File: src/rtl/rv_pkg.sv
// Shared RV32 definitions: opcodes, instruction formats and loader error codes.
// Consumed by the decoder, ImmGen, control unit and the instruction encoder/loader.
package rv_pkg;

  localparam logic [6:0] OP_R      = 7'b0110011;
  localparam logic [6:0] OP_IMM    = 7'b0010011;
  localparam logic [6:0] OP_LOAD   = 7'b0000011;
  localparam logic [6:0] OP_STORE  = 7'b0100011;
  localparam logic [6:0] OP_BRANCH = 7'b1100011;
  localparam logic [6:0] OP_LUI    = 7'b0110111;
  localparam logic [6:0] OP_AUIPC  = 7'b0010111;
  localparam logic [6:0] OP_JAL    = 7'b1101111;
  localparam logic [6:0] OP_JALR   = 7'b1100111;

  typedef enum logic [2:0] {
    FMT_R = 3'd0,
    FMT_I = 3'd1,
    FMT_S = 3'd2,
    FMT_B = 3'd3,
    FMT_U = 3'd4,
    FMT_J = 3'd5
  } fmt_e;

  localparam logic [1:0] ERR_NONE = 2'd0;
  localparam logic [1:0] ERR_FMT  = 2'd1;
  localparam logic [1:0] ERR_IMM  = 2'd2;
  localparam logic [1:0] ERR_OVF  = 2'd3;

  typedef enum logic [2:0] {
    ST_IDLE,
    ST_LOAD,
    ST_WRITE,
    ST_DONE,
    ST_ERROR
  } ld_state_e;

endpackage

File: src/rtl/rv_instr_encoder_loader_if.sv
// Descriptor (valid/ready) and instruction-memory write bus of the loader.
// slave = loader side, master = descriptor source / memory model side.
interface rv_instr_encoder_loader_if #(
  parameter int ADDR_W = 10
);
  logic              in_valid;
  logic              in_ready;
  logic [2:0]        in_fmt;
  logic [6:0]        in_opcode;
  logic [4:0]        in_rd;
  logic [4:0]        in_rs1;
  logic [4:0]        in_rs2;
  logic [2:0]        in_funct3;
  logic [6:0]        in_funct7;
  logic [31:0]       in_imm;
  logic              in_last;
  logic              mem_we;
  logic [ADDR_W-1:0] mem_addr;
  logic [31:0]       mem_wdata;
  logic              mem_ready;

  modport slave (
    input  in_valid, in_fmt, in_opcode,
    input  in_rd, in_rs1, in_rs2,
    input  in_funct3, in_funct7,
    input  in_imm, in_last, mem_ready,
    output in_ready, mem_we,
    output mem_addr, mem_wdata
  );

  modport master (
    output in_valid, in_fmt, in_opcode,
    output in_rd, in_rs1, in_rs2,
    output in_funct3, in_funct7,
    output in_imm, in_last, mem_ready,
    input  in_ready, mem_we,
    input  mem_addr, mem_wdata
  );
endinterface

File: src/rtl/rv_field_packer.sv
// Packs decoded fields into a 32-bit RV instruction word
// and flags illegal formats or unencodable immediates.
module rv_field_packer
  import rv_pkg::*;
(
  input  logic [2:0]  fmt,
  input  logic [6:0]  opcode,
  input  logic [4:0]  rd,
  input  logic [4:0]  rs1,
  input  logic [4:0]  rs2,
  input  logic [2:0]  funct3,
  input  logic [6:0]  funct7,
  input  logic [31:0] imm,
  output logic [31:0] word,
  output logic        fmt_ok,
  output logic        range_ok
);

  // imm fits in N signed bits when bits [31:N-1] are all equal
  logic fits12, fits13, fits21;
  assign fits12 = (&imm[31:11]) | ~(|imm[31:11]);
  assign fits13 = (&imm[31:12]) | ~(|imm[31:12]);
  assign fits21 = (&imm[31:20]) | ~(|imm[31:20]);

  always_comb begin
    word     = '0;
    fmt_ok   = 1'b1;
    range_ok = 1'b1;
    unique case (fmt)
      FMT_R: word = {funct7, rs2, rs1, funct3, rd, opcode};
      FMT_I: begin
        word     = {imm[11:0], rs1, funct3, rd, opcode};
        range_ok = fits12;
      end
      FMT_S: begin
        word     = {imm[11:5], rs2, rs1, funct3,
                    imm[4:0], opcode};
        range_ok = fits12;
      end
      FMT_B: begin
        word     = {imm[12], imm[10:5], rs2, rs1, funct3,
                    imm[4:1], imm[11], opcode};
        range_ok = fits13 & ~imm[0];
      end
      FMT_U: begin
        word     = {imm[31:12], rd, opcode};
        range_ok = ~(|imm[11:0]);
      end
      FMT_J: begin
        word     = {imm[20], imm[10:1], imm[11],
                    imm[19:12], rd, opcode};
        range_ok = fits21 & ~imm[0];
      end
      default: fmt_ok = 1'b0;
    endcase
  end

endmodule

File: src/rtl/rv_instr_encoder_loader.sv
// Test-program loader: encodes descriptors and writes them
// to instruction memory at consecutive word addresses.
module rv_instr_encoder_loader
  import rv_pkg::*;
#(
  parameter int ADDR_W = 10,
  parameter int DEPTH  = 1024
) (
  input  logic                  clk,
  input  logic                  reset,
  input  logic                  start,
  rv_instr_encoder_loader_if.slave bus,
  output logic                  busy,
  output logic                  done,
  output logic                  err,
  output logic [1:0]            err_code,
  output logic [ADDR_W:0]       count
);

  localparam logic [ADDR_W:0] DEPTH_C = (ADDR_W+1)'(DEPTH);

  ld_state_e       state, state_d;
  logic [31:0]     wdata_q;
  logic            last_q;
  logic [31:0]     word;
  logic            fmt_ok, range_ok;
  logic            accept, wr_hs, restart;
  logic [ADDR_W:0] count_inc;

  rv_field_packer u_packer (
    .fmt      (bus.in_fmt),
    .opcode   (bus.in_opcode),
    .rd       (bus.in_rd),
    .rs1      (bus.in_rs1),
    .rs2      (bus.in_rs2),
    .funct3   (bus.in_funct3),
    .funct7   (bus.in_funct7),
    .imm      (bus.in_imm),
    .word     (word),
    .fmt_ok   (fmt_ok),
    .range_ok (range_ok)
  );

  assign accept    = (state == ST_LOAD) & bus.in_valid;
  assign wr_hs     = (state == ST_WRITE) & bus.mem_ready;
  assign restart   = start &
                     ((state == ST_IDLE) | (state == ST_ERROR));
  assign count_inc = count + 1'b1;

  always_ff @(posedge clk or posedge reset) begin
    if (reset) state <= ST_IDLE;
    else       state <= state_d;
  end

  always_comb begin
    state_d = state;
    unique case (state)
      ST_IDLE:  if (start) state_d = ST_LOAD;
      ST_LOAD: begin
        if (bus.in_valid)
          state_d = (fmt_ok & range_ok) ? ST_WRITE : ST_ERROR;
      end
      ST_WRITE: begin
        if (bus.mem_ready) begin
          if (last_q)                    state_d = ST_DONE;
          else if (count_inc == DEPTH_C) state_d = ST_ERROR;
          else                           state_d = ST_LOAD;
        end
      end
      ST_DONE:  state_d = ST_IDLE;
      ST_ERROR: if (start) state_d = ST_LOAD;
      default:  state_d = ST_IDLE;
    endcase
  end

  always_ff @(posedge clk or posedge reset) begin
    if (reset) begin
      wdata_q  <= '0;
      last_q   <= 1'b0;
      count    <= '0;
      err_code <= ERR_NONE;
    end else begin
      if (restart) begin
        count    <= '0;
        err_code <= ERR_NONE;
      end
      if (accept) begin
        wdata_q <= word;
        last_q  <= bus.in_last;
        if (!fmt_ok)        err_code <= ERR_FMT;
        else if (!range_ok) err_code <= ERR_IMM;
      end
      if (wr_hs) begin
        count <= count_inc;
        if (!last_q && count_inc == DEPTH_C)
          err_code <= ERR_OVF;
      end
    end
  end

  // address tracks count; overflow stops the session before wrap
  assign bus.mem_addr  = count[ADDR_W-1:0];
  assign bus.mem_wdata = wdata_q;
  assign bus.mem_we    = (state == ST_WRITE);
  assign bus.in_ready  = (state == ST_LOAD);
  assign busy          = (state != ST_IDLE);
  assign done          = (state == ST_DONE);
  assign err           = (state == ST_ERROR);

endmodule
File: src/flat_wrapper.sv
// flat-port wrapper written by rule: the top's interface ports become plain ports
module rv_instr_encoder_loader_flat import rv_pkg::*;
#(
  parameter int ADDR_W = 10,
  parameter int DEPTH  = 1024
)
  (clk, reset, start, busy, done, err, err_code, count, bus_in_valid, bus_in_fmt, bus_in_opcode, bus_in_rd, bus_in_rs1, bus_in_rs2, bus_in_funct3, bus_in_funct7, bus_in_imm, bus_in_last, bus_mem_ready, bus_in_ready, bus_mem_we, bus_mem_addr, bus_mem_wdata);
  rv_instr_encoder_loader_if #(.ADDR_W(ADDR_W)) bus_i ();
  input  logic clk;
  input  logic reset;
  input  logic start;
  output logic busy;
  output logic done;
  output logic err;
  output logic [1:0] err_code;
  output logic [ADDR_W:0] count;
  input wire logic [$bits(bus_i.in_valid)-1:0] bus_in_valid;
  input wire logic [$bits(bus_i.in_fmt)-1:0] bus_in_fmt;
  input wire logic [$bits(bus_i.in_opcode)-1:0] bus_in_opcode;
  input wire logic [$bits(bus_i.in_rd)-1:0] bus_in_rd;
  input wire logic [$bits(bus_i.in_rs1)-1:0] bus_in_rs1;
  input wire logic [$bits(bus_i.in_rs2)-1:0] bus_in_rs2;
  input wire logic [$bits(bus_i.in_funct3)-1:0] bus_in_funct3;
  input wire logic [$bits(bus_i.in_funct7)-1:0] bus_in_funct7;
  input wire logic [$bits(bus_i.in_imm)-1:0] bus_in_imm;
  input wire logic [$bits(bus_i.in_last)-1:0] bus_in_last;
  input wire logic [$bits(bus_i.mem_ready)-1:0] bus_mem_ready;
  output wire logic [$bits(bus_i.in_ready)-1:0] bus_in_ready;
  output wire logic [$bits(bus_i.mem_we)-1:0] bus_mem_we;
  output wire logic [$bits(bus_i.mem_addr)-1:0] bus_mem_addr;
  output wire logic [$bits(bus_i.mem_wdata)-1:0] bus_mem_wdata;
  assign bus_i.in_valid = bus_in_valid;
  assign bus_i.in_fmt = bus_in_fmt;
  assign bus_i.in_opcode = bus_in_opcode;
  assign bus_i.in_rd = bus_in_rd;
  assign bus_i.in_rs1 = bus_in_rs1;
  assign bus_i.in_rs2 = bus_in_rs2;
  assign bus_i.in_funct3 = bus_in_funct3;
  assign bus_i.in_funct7 = bus_in_funct7;
  assign bus_i.in_imm = bus_in_imm;
  assign bus_i.in_last = bus_in_last;
  assign bus_i.mem_ready = bus_mem_ready;
  assign bus_in_ready = bus_i.in_ready;
  assign bus_mem_we = bus_i.mem_we;
  assign bus_mem_addr = bus_i.mem_addr;
  assign bus_mem_wdata = bus_i.mem_wdata;
  rv_instr_encoder_loader #(.ADDR_W(ADDR_W), .DEPTH(DEPTH)) u_core (.clk(clk), .reset(reset), .start(start), .bus(bus_i), .busy(busy), .done(done), .err(err), .err_code(err_code), .count(count));
endmodule
File: config.mk
export PLATFORM = sky130hd
export DESIGN_NAME = rv_instr_encoder_loader_flat
export DESIGN_NICKNAME = d
export VERILOG_FILES = /design/src/rtl/rv_pkg.sv /design/src/rtl/rv_instr_encoder_loader_if.sv /design/src/rtl/rv_field_packer.sv /design/src/rtl/rv_instr_encoder_loader.sv /design/src/flat_wrapper.sv
export SDC_FILE = /design/constraint.sdc
export NUM_CORES = 1
export LEC_CHECK = 0
export CAP_MARGIN = 20
export CORE_UTILIZATION = 46
export DETAILED_ROUTE_END_ITERATION = 8
export GPL_ROUTABILITY_DRIVEN = 0
export PLACE_DENSITY = 0.93
export SLEW_MARGIN = 20
export SYNTH_ARGS = -nofsm -noshare
export SYNTH_HDL_FRONTEND = slang
export SYNTH_SLANG_ARGS = --single-unit
File: constraint.sdc
create_clock -name clk -period 4.7 [get_ports clk]
set_input_delay 0.94 -clock clk [delete_from_list [all_inputs] [get_ports clk]]
set_output_delay 0.94 -clock clk [all_outputs]
set_load 0.01 [all_outputs]
==> results of run 1 <==
==> worst reg2reg max path, stage by stage (launching register included) <==
cell and delay, ns:
dfrtp_1 0.45, nor3b_1 0.42, nand2_1 0.68, buf_4 0.46, a221oi_1 0.25, nor2_1 0.06
==> power groups by stage <==
stage | Sequential (mW) | Clock (mW) | Combinational (mW)
after detailed placement | 0.670 | 0 | 0.797
after global routing | 0.684 | 0.316 | 0.872
after CTS | 0.664 | 0.303 | 0.798
after floorplan | 0.722 | 0 | 0.289
final | 0.664 | 0.297 | 0.795
after global placement | 0.665 | 0 | 0.774
==> metal layers <==
layer  vias to the layer above  GRT usage  wire, um
met5                         -          0         0
met4                         0     0.0897       120
met3                        13     0.0396       745
met2                       192      0.427      4250
met1                      1457      0.318      3340
li1                       1483          -         -
==> per-stage QoR <==
step	cell area [um^2]	utilization	instances	hold WS, ns	setup slack, ns
after floorplan	3000	-	353	0.459	2.37
after global placement	4240	0.672	531	0.451	1.35
after detailed placement	4240	0.672	531	0.457	1.26
after CTS	4350	0.689	539	0.476	1.58
after global routing	4370	0.692	540	0.493	1.40
final	4370	0.692	540	0.469	1.53
==> state kept, by name (all words and copies together), names as in the netlist <==
name	cells
u_core.err_code	2
u_core.count	11
u_core.last_q	1
u_core.bus.mem_wdata	32
u_core.state	3
==> kinds of logic after synthesis <==
| logic type | count (synthesis) | share of synthesized area |
|---|---|---|
| AOI/OAI and AO/OA | 94 | 0.206 |
| xor gates and xnor gates | 4 | 0.0117 |
| adders and majority gates | 2 | 0.00835 |
| buffers and inverters | 37 | 0.0689 |
| DFF | 49 | 0.409 |
| muxes | 10 | 0.0380 |
| and+or+nand+nor | 157 | 0.257 |
==> area by class of cell <==
| type | count | area (um^2) |
|---|---|---|
| clock buffer | 6 | 72.6 |
| clock inverter | 2 | 38.8 |
| fill | 487 | 1940 |
| inverter | 3 | 11.3 |
| multi-input combinational | 267 | 1560 |
| sequential | 49 | 1230 |
| tap | 77 | 96.3 |
| timing repair buffer | 136 | 1360 |
==> cell usage after synthesis, types with 3 or more instances <==
library cell	count
or3_1	4
nand2_1	62
a31oi_1	5
nand2b_1	4
a21oi_1	8
nor3b_1	3
nand4_1	7
buf_2	9
clkbuf_1	12
and3_1	4
xnor2_1	3
a22oi_1	10
o21ai_0	40
nor4_1	5
a221oi_1	13
nor2_1	38
nand3_1	11
mux2i_1	8
inv_1	3
buf_4	11
dfrtp_1	49
==> worst max path at each step <==
stage / from / end / slack, ns / cells after the start
after global routing: bus_in_fmt[2] / u_core.state[1] / 1.40 / 7
after global placement: bus_in_fmt[2] / u_core.err_code[1] / 1.35 / 7
after CTS: bus_in_fmt[2] / u_core.err_code[1] / 1.58 / 7
final: bus_in_fmt[2] / u_core.err_code[1] / 1.53 / 7
after detailed placement: bus_in_fmt[2] / u_core.err_code[1] / 1.26 / 7
after floorplan: bus_in_fmt[2] / u_core.err_code[1] / 2.37 / 7
==> impl_summary.log, run 1 <==
INFO  metric outcome = finished clean
INFO  metric cts_root_buf = clkbuf_8
INFO  metric dieArea = 6840 um^2
INFO  metric syn_inst = 353
INFO  metric cpLargestDelayFamily = buffers and inverters
INFO  metric synthToLayoutAreaGrowth = 45.9%
INFO  metric grt_start_max_net_pins = 50
INFO  metric max_freq = 315 MHz
INFO  metric floorplan.initialDensity = 0.474
INFO  metric power_dissipated_by_switching_net_loads = 598 uW
INFO  metric netlist.area_leader.share = 0.409
INFO  metric wire_length_of_the_first_global_routing_pass = 13,000 um
INFO  metric cts_post_setup_buffers_inserted = 0
INFO  metric gr-usage-all-layers = 0.250
INFO  metric worstSetupStartpointType = input pin
INFO  metric ir_drop = 302 uV
INFO  metric post_cts_resize_count = 0
INFO  metric timing.critical_path.to_type = flip-flop
INFO  metric postCtsHoldBufs = 0
INFO  metric yosysUniqueCellTypes = 56
INFO  metric clockPowerShare = 0.169
INFO  metric die_width = 82.7 um
INFO  metric criticalPathCategory = input pin to flip-flop
INFO  metric design.portCount = 133
INFO  metric max_fanout_on_critical_path = 18
INFO  metric reg2regPathDepth = 5
INFO  metric core-area = 6310 um^2
INFO  metric drt_pass1_iterations = 4
INFO  metric critical_path.reg2reg.endpoint = u_core.bus.mem_wdata[8]
INFO  metric grt_pass1_vias = 2,799
INFO  metric cp_data_required_time = 4.89 ns
INFO  metric placement_rows = 29
INFO  metric cts-buffers-inserted = 5
INFO  metric critical_path.slowest_cell = clkdlybuf4s50_1
INFO  metric netlist_area = 3000 um^2
INFO  metric synthArstFlopShare = 1.00
INFO  metric netlist_top_cells_area = dfrtp_1 (41%), nand2_1 (7.8%), o21ai_0 (6.7%)
INFO  metric switching_share = 0.340
INFO  metric place.port_buffers = 132
INFO  metric ant_nets = 0
INFO  metric n_antenna_cell = 0
INFO  metric combinationalPowerShare = 0.453
INFO  metric cts.path.max_buffers = 2
INFO  metric finalHoldViolations = 0
INFO  metric hold_path_depth = 2
INFO  metric synthesis.nets = 428
INFO  metric vias = 3,145
INFO  metric timing.max_cap.violations = 0
INFO  metric synth.ff_latch_count = 49
INFO  metric critical_path.cell_chain = clkdlybuf4s50_1 > and2b_1 > o21ai_0 > a211oi_1 > o22ai_1 > and3_1 > a211o_1
INFO  metric remaining_drc_errors = 0
INFO  metric grt_setup_unrepaired = no
INFO  metric timing.final.crit_share = 0.675
INFO  metric worstMarginPinSlew = 0.997 ns
INFO  metric yosys_warnings = 0
INFO  metric gr-total-overflow = 0
INFO  metric p_int = 1.16 mW
INFO  metric detailedRoute.firstIterationViolations = 230
INFO  metric flip_flop_cell_with_the_highest_count_after_synthesis = dfrtp_1
INFO  metric layout.cells.most_common = clkdlybuf4s50_1
INFO  metric hold_end = u_core.bus.mem_wdata[6]
INFO  metric finish.net_count = 537
INFO  metric synth-edff-count = 0
INFO  metric setup_violations = 0
INFO  metric worstPathBufferInverterCount = 1
INFO  metric power.density = 402 nW/um^2
INFO  metric syn_area_per_cell = 8.49 um^2
INFO  metric r2r_start = u_core.state[1]
INFO  metric fin_total_pwr = 1.76 mW
INFO  metric critPathArrivalTime = 3.36 ns
INFO  metric power.static_leakage = 1.78 nW
INFO  metric maxSlewViolCount = 0
INFO  metric cpPeakStageDelay = 0.98 ns
INFO  metric final_cell_mix = clkdlybuf4s50_1 (132), nand2_1 (62), dfrtp_1 (49)
INFO  metric yosys.area.top_type = dfrtp_1
INFO  metric drive_above_1_share = 0.0497
INFO  metric avgViaCountPerCell = 5.82
INFO  metric holdCritStartpoint = u_core.bus.mem_wdata[6]
INFO  metric seq_area_frac_synth = 0.409
INFO  metric hold_path_class = flip-flop to flip-flop
INFO  metric seqPwrFrac = 0.378
INFO  metric fin_worst_skew = 0.00753 ns
INFO  metric htree_num_levels = 2
INFO  metric detail_route.wirelength = 8460 um
INFO  metric slew_headroom = 0.334
INFO  metric avgRoutedWirePerCell = 15.7 um
INFO  metric worst-r2r-setup-slack = 2.27 ns
INFO  metric finalWorstPathRequiredPeriod = 3.17 ns
INFO  metric tritoncts_clock_tree = yes
INFO  metric insertion_delay = 0.30 ns
INFO  metric fp.dieH = 82.7 um
INFO  metric clk_pin_slew_worst_paths = 0.09 ns
INFO  metric tns = 0 ns
INFO  metric cts.sink_count = 49
INFO  metric antenna_found_initial = 0
INFO  metric hpwlAfterDp = 6540 um
Power figures use the tool's default switching activity.
==> inputs of run 2 (changes only) <==
- CORE_UTILIZATION: 46 -> 38
- PLACE_DENSITY: 0.93 -> 0.83
- clock period: 4.7 -> 2.9 ns (I/O delays scaled with it)
==> run 2 against run 1 <==
Against the previous run: combinational power rose by 64%; largest power group unchanged; setup slack got worse by 1.0 ns; global-route usage fell by 2.9 points; critical path type is now flip-flop to output port.
==> impl_summary.log, run 2 (synthesis results as in run 1) <==
INFO  metric gr-usage-all-layers = 0.221
INFO  metric vias = 3,118
INFO  metric cpPeakStageDelay = 0.63 ns
INFO  metric antenna_found_initial = 0
INFO  metric timing.final.crit_share = 0.835
INFO  metric post_cts_resize_count = 0
INFO  metric power_dissipated_by_switching_net_loads = 969 uW
INFO  metric cts.sink_count = 49
INFO  metric power.static_leakage = 1.80 nW
INFO  metric cts_post_setup_buffers_inserted = 0
INFO  metric avgViaCountPerCell = 5.48
INFO  metric grt_start_max_net_pins = 50
INFO  metric detailedRoute.firstIterationViolations = 179
INFO  metric placement_rows = 32
INFO  metric tritoncts_clock_tree = yes
INFO  metric startpoint = u_core.state[1]
INFO  metric critical_path.slowest_cell = clkdlybuf4s50_1
INFO  metric gr-total-overflow = 0
INFO  metric timing.max_cap.violations = 0
INFO  metric largest_reg_flops = 32
INFO  metric core-area = 7690 um^2
INFO  metric design.portCount = 133
INFO  metric postLayoutSetupSlackWorst = 0.479 ns
INFO  metric max_freq = 413 MHz
INFO  metric outcome = finished clean
INFO  metric placement.setup.worst_slack = 0.274 ns
INFO  metric drive_above_1_share = 0.0600
INFO  metric cts.path.max_buffers = 2
INFO  metric criticalPathCategory = flip-flop to output port
INFO  metric combinationalPowerShare = 0.458
INFO  metric critPathArrivalTime = 1.84 ns
INFO  metric fp.dieH = 90.8 um
INFO  metric max_fanout_on_critical_path = 8
INFO  metric die_width = 90.8 um
INFO  metric setup_violations = 0
INFO  metric tns = 0 ns
INFO  metric timing.critical_path.to_type = output port
INFO  metric seqPwrFrac = 0.375
INFO  metric layout.cells.most_common = clkdlybuf4s50_1
INFO  metric worstSetupStartpointType = flip-flop
INFO  metric ir_drop = 326 uV
INFO  metric fin_total_pwr = 2.84 mW
INFO  metric postCtsHoldBufs = 0
INFO  metric finish.net_count = 542
INFO  metric cts-buffers-inserted = 5
INFO  metric critical_path.cell_chain = nor3b_1 > clkdlybuf4s50_1
INFO  metric detail_route.wirelength = 8910 um
INFO  metric wire_length_of_the_first_global_routing_pass = 14,700 um
INFO  metric cts_root_buf = clkbuf_8
INFO  metric clockPowerShare = 0.168
INFO  metric cp_data_required_time = 2.32 ns
INFO  metric floorplan.initialDensity = 0.390
INFO  metric hold_path_class = flip-flop to flip-flop
INFO  metric grt_setup_unrepaired = no
INFO  metric clk_pin_slew_worst_paths = 0.09 ns
INFO  metric htree_num_levels = 2
INFO  metric remaining_drc_errors = 0
INFO  metric power.density = 643 nW/um^2
INFO  metric synthToLayoutAreaGrowth = 47.6%
INFO  metric n_antenna_cell = 0
INFO  metric place.port_buffers = 132
INFO  metric ant_nets = 0
INFO  metric worstMarginPinSlew = 0.631 ns
INFO  metric finalWorstPathRequiredPeriod = 2.42 ns
INFO  metric switching_share = 0.341
INFO  metric r2r_start = u_core.count[0]
INFO  metric finalHoldViolations = 0
INFO  metric insertion_delay = 0.30 ns
INFO  metric dieArea = 8240 um^2
INFO  metric holdCritStartpoint = u_core.bus.mem_wdata[4]
INFO  metric final_cell_mix = clkdlybuf4s50_1 (132), nand2_1 (62), dfrtp_1 (49)
INFO  metric hpwlAfterDp = 6880 um
INFO  metric avgRoutedWirePerCell = 15.7 um
INFO  metric drt_pass1_iterations = 4
INFO  metric slew_headroom = 0.579
INFO  metric p_int = 1.87 mW
INFO  metric fin_worst_skew = 0.00708 ns
INFO  metric maxSlewViolCount = 0
INFO  metric grt_pass1_vias = 2,916
==> run 2: changes by cell type in the layout (fill, tap and decap cells not counted), sizes merged <==
cell,delta
buf,+5
clkbuf,-1
==> run 2: worst max-delay path, delay by kind of cell (launching register included) <==
kind	cells	cell delay (ns)
and+or+nand+nor	1	0.46
buffers and inverters	1	0.63
DFF	1	0.45
==> run 2: final cells by class <==
cell class / count / area [um^2]
Fill cell: 712 / 3270
Tap cell: 102 / 128
Multi-Input combinational cell: 267 / 1560
Clock buffer: 5 / 68.8
Inverter: 3 / 11.3
Sequential cell: 49 / 1230
Timing Repair Buffer: 141 / 1390
Clock inverter: 2 / 35.0
==> run 2: power groups by stage <==
stage	combinational [mW]	sequential, mW	clock (mW)
after floorplan	0.469	1.17	0
after global placement	1.29	1.07	0
final	1.30	1.06	0.477
after CTS	1.32	1.07	0.491
after detailed placement	1.31	1.08	0
after global routing	1.43	1.10	0.519
==> run 2: stage by stage <==
step / instances / instance area (um^2) / util / hold slack [ns]
after global placement: 562 / 4320 / 0.562 / 0.449
after floorplan: 353 / 3000 / - / 0.459
after CTS: 569 / 4420 / 0.575 / 0.477
final: 569 / 4420 / 0.575 / 0.469
after detailed placement: 562 / 4320 / 0.562 / 0.457
after global routing: 569 / 4420 / 0.575 / 0.499
==> run 2: path summary, 6_finish.rpt <==
path / endpoint / slack, ns / cells after the start
max in group asynchronous: u_core.bus.mem_wdata[0] / 1.71 / 3
worst min register to register: u_core.bus.mem_wdata[4] / 0.47 / 2
worst min-delay path: u_core.bus.mem_wdata[4] / 0.47 / 2
min in group asynchronous: u_core.count[2] / 0.77 / 3
worst max-delay path: bus_mem_we / 0.48 / 2
worst max register to register: u_core.state[2] / 0.70 / 7
==> run 2: per-layer routing <==
| metal | vias up | part of all wire | track usage |
|---|---|---|---|
| li1 | 1487 | - | - |
| met1 | 1459 | 0.42 | 0.277 |
| met2 | 147 | 0.49 | 0.383 |
| met5 | - | 0 | 0 |
| met4 | 0 | 0.025 | 0.0701 |
| met3 | 25 | 0.062 | 0.0429 |
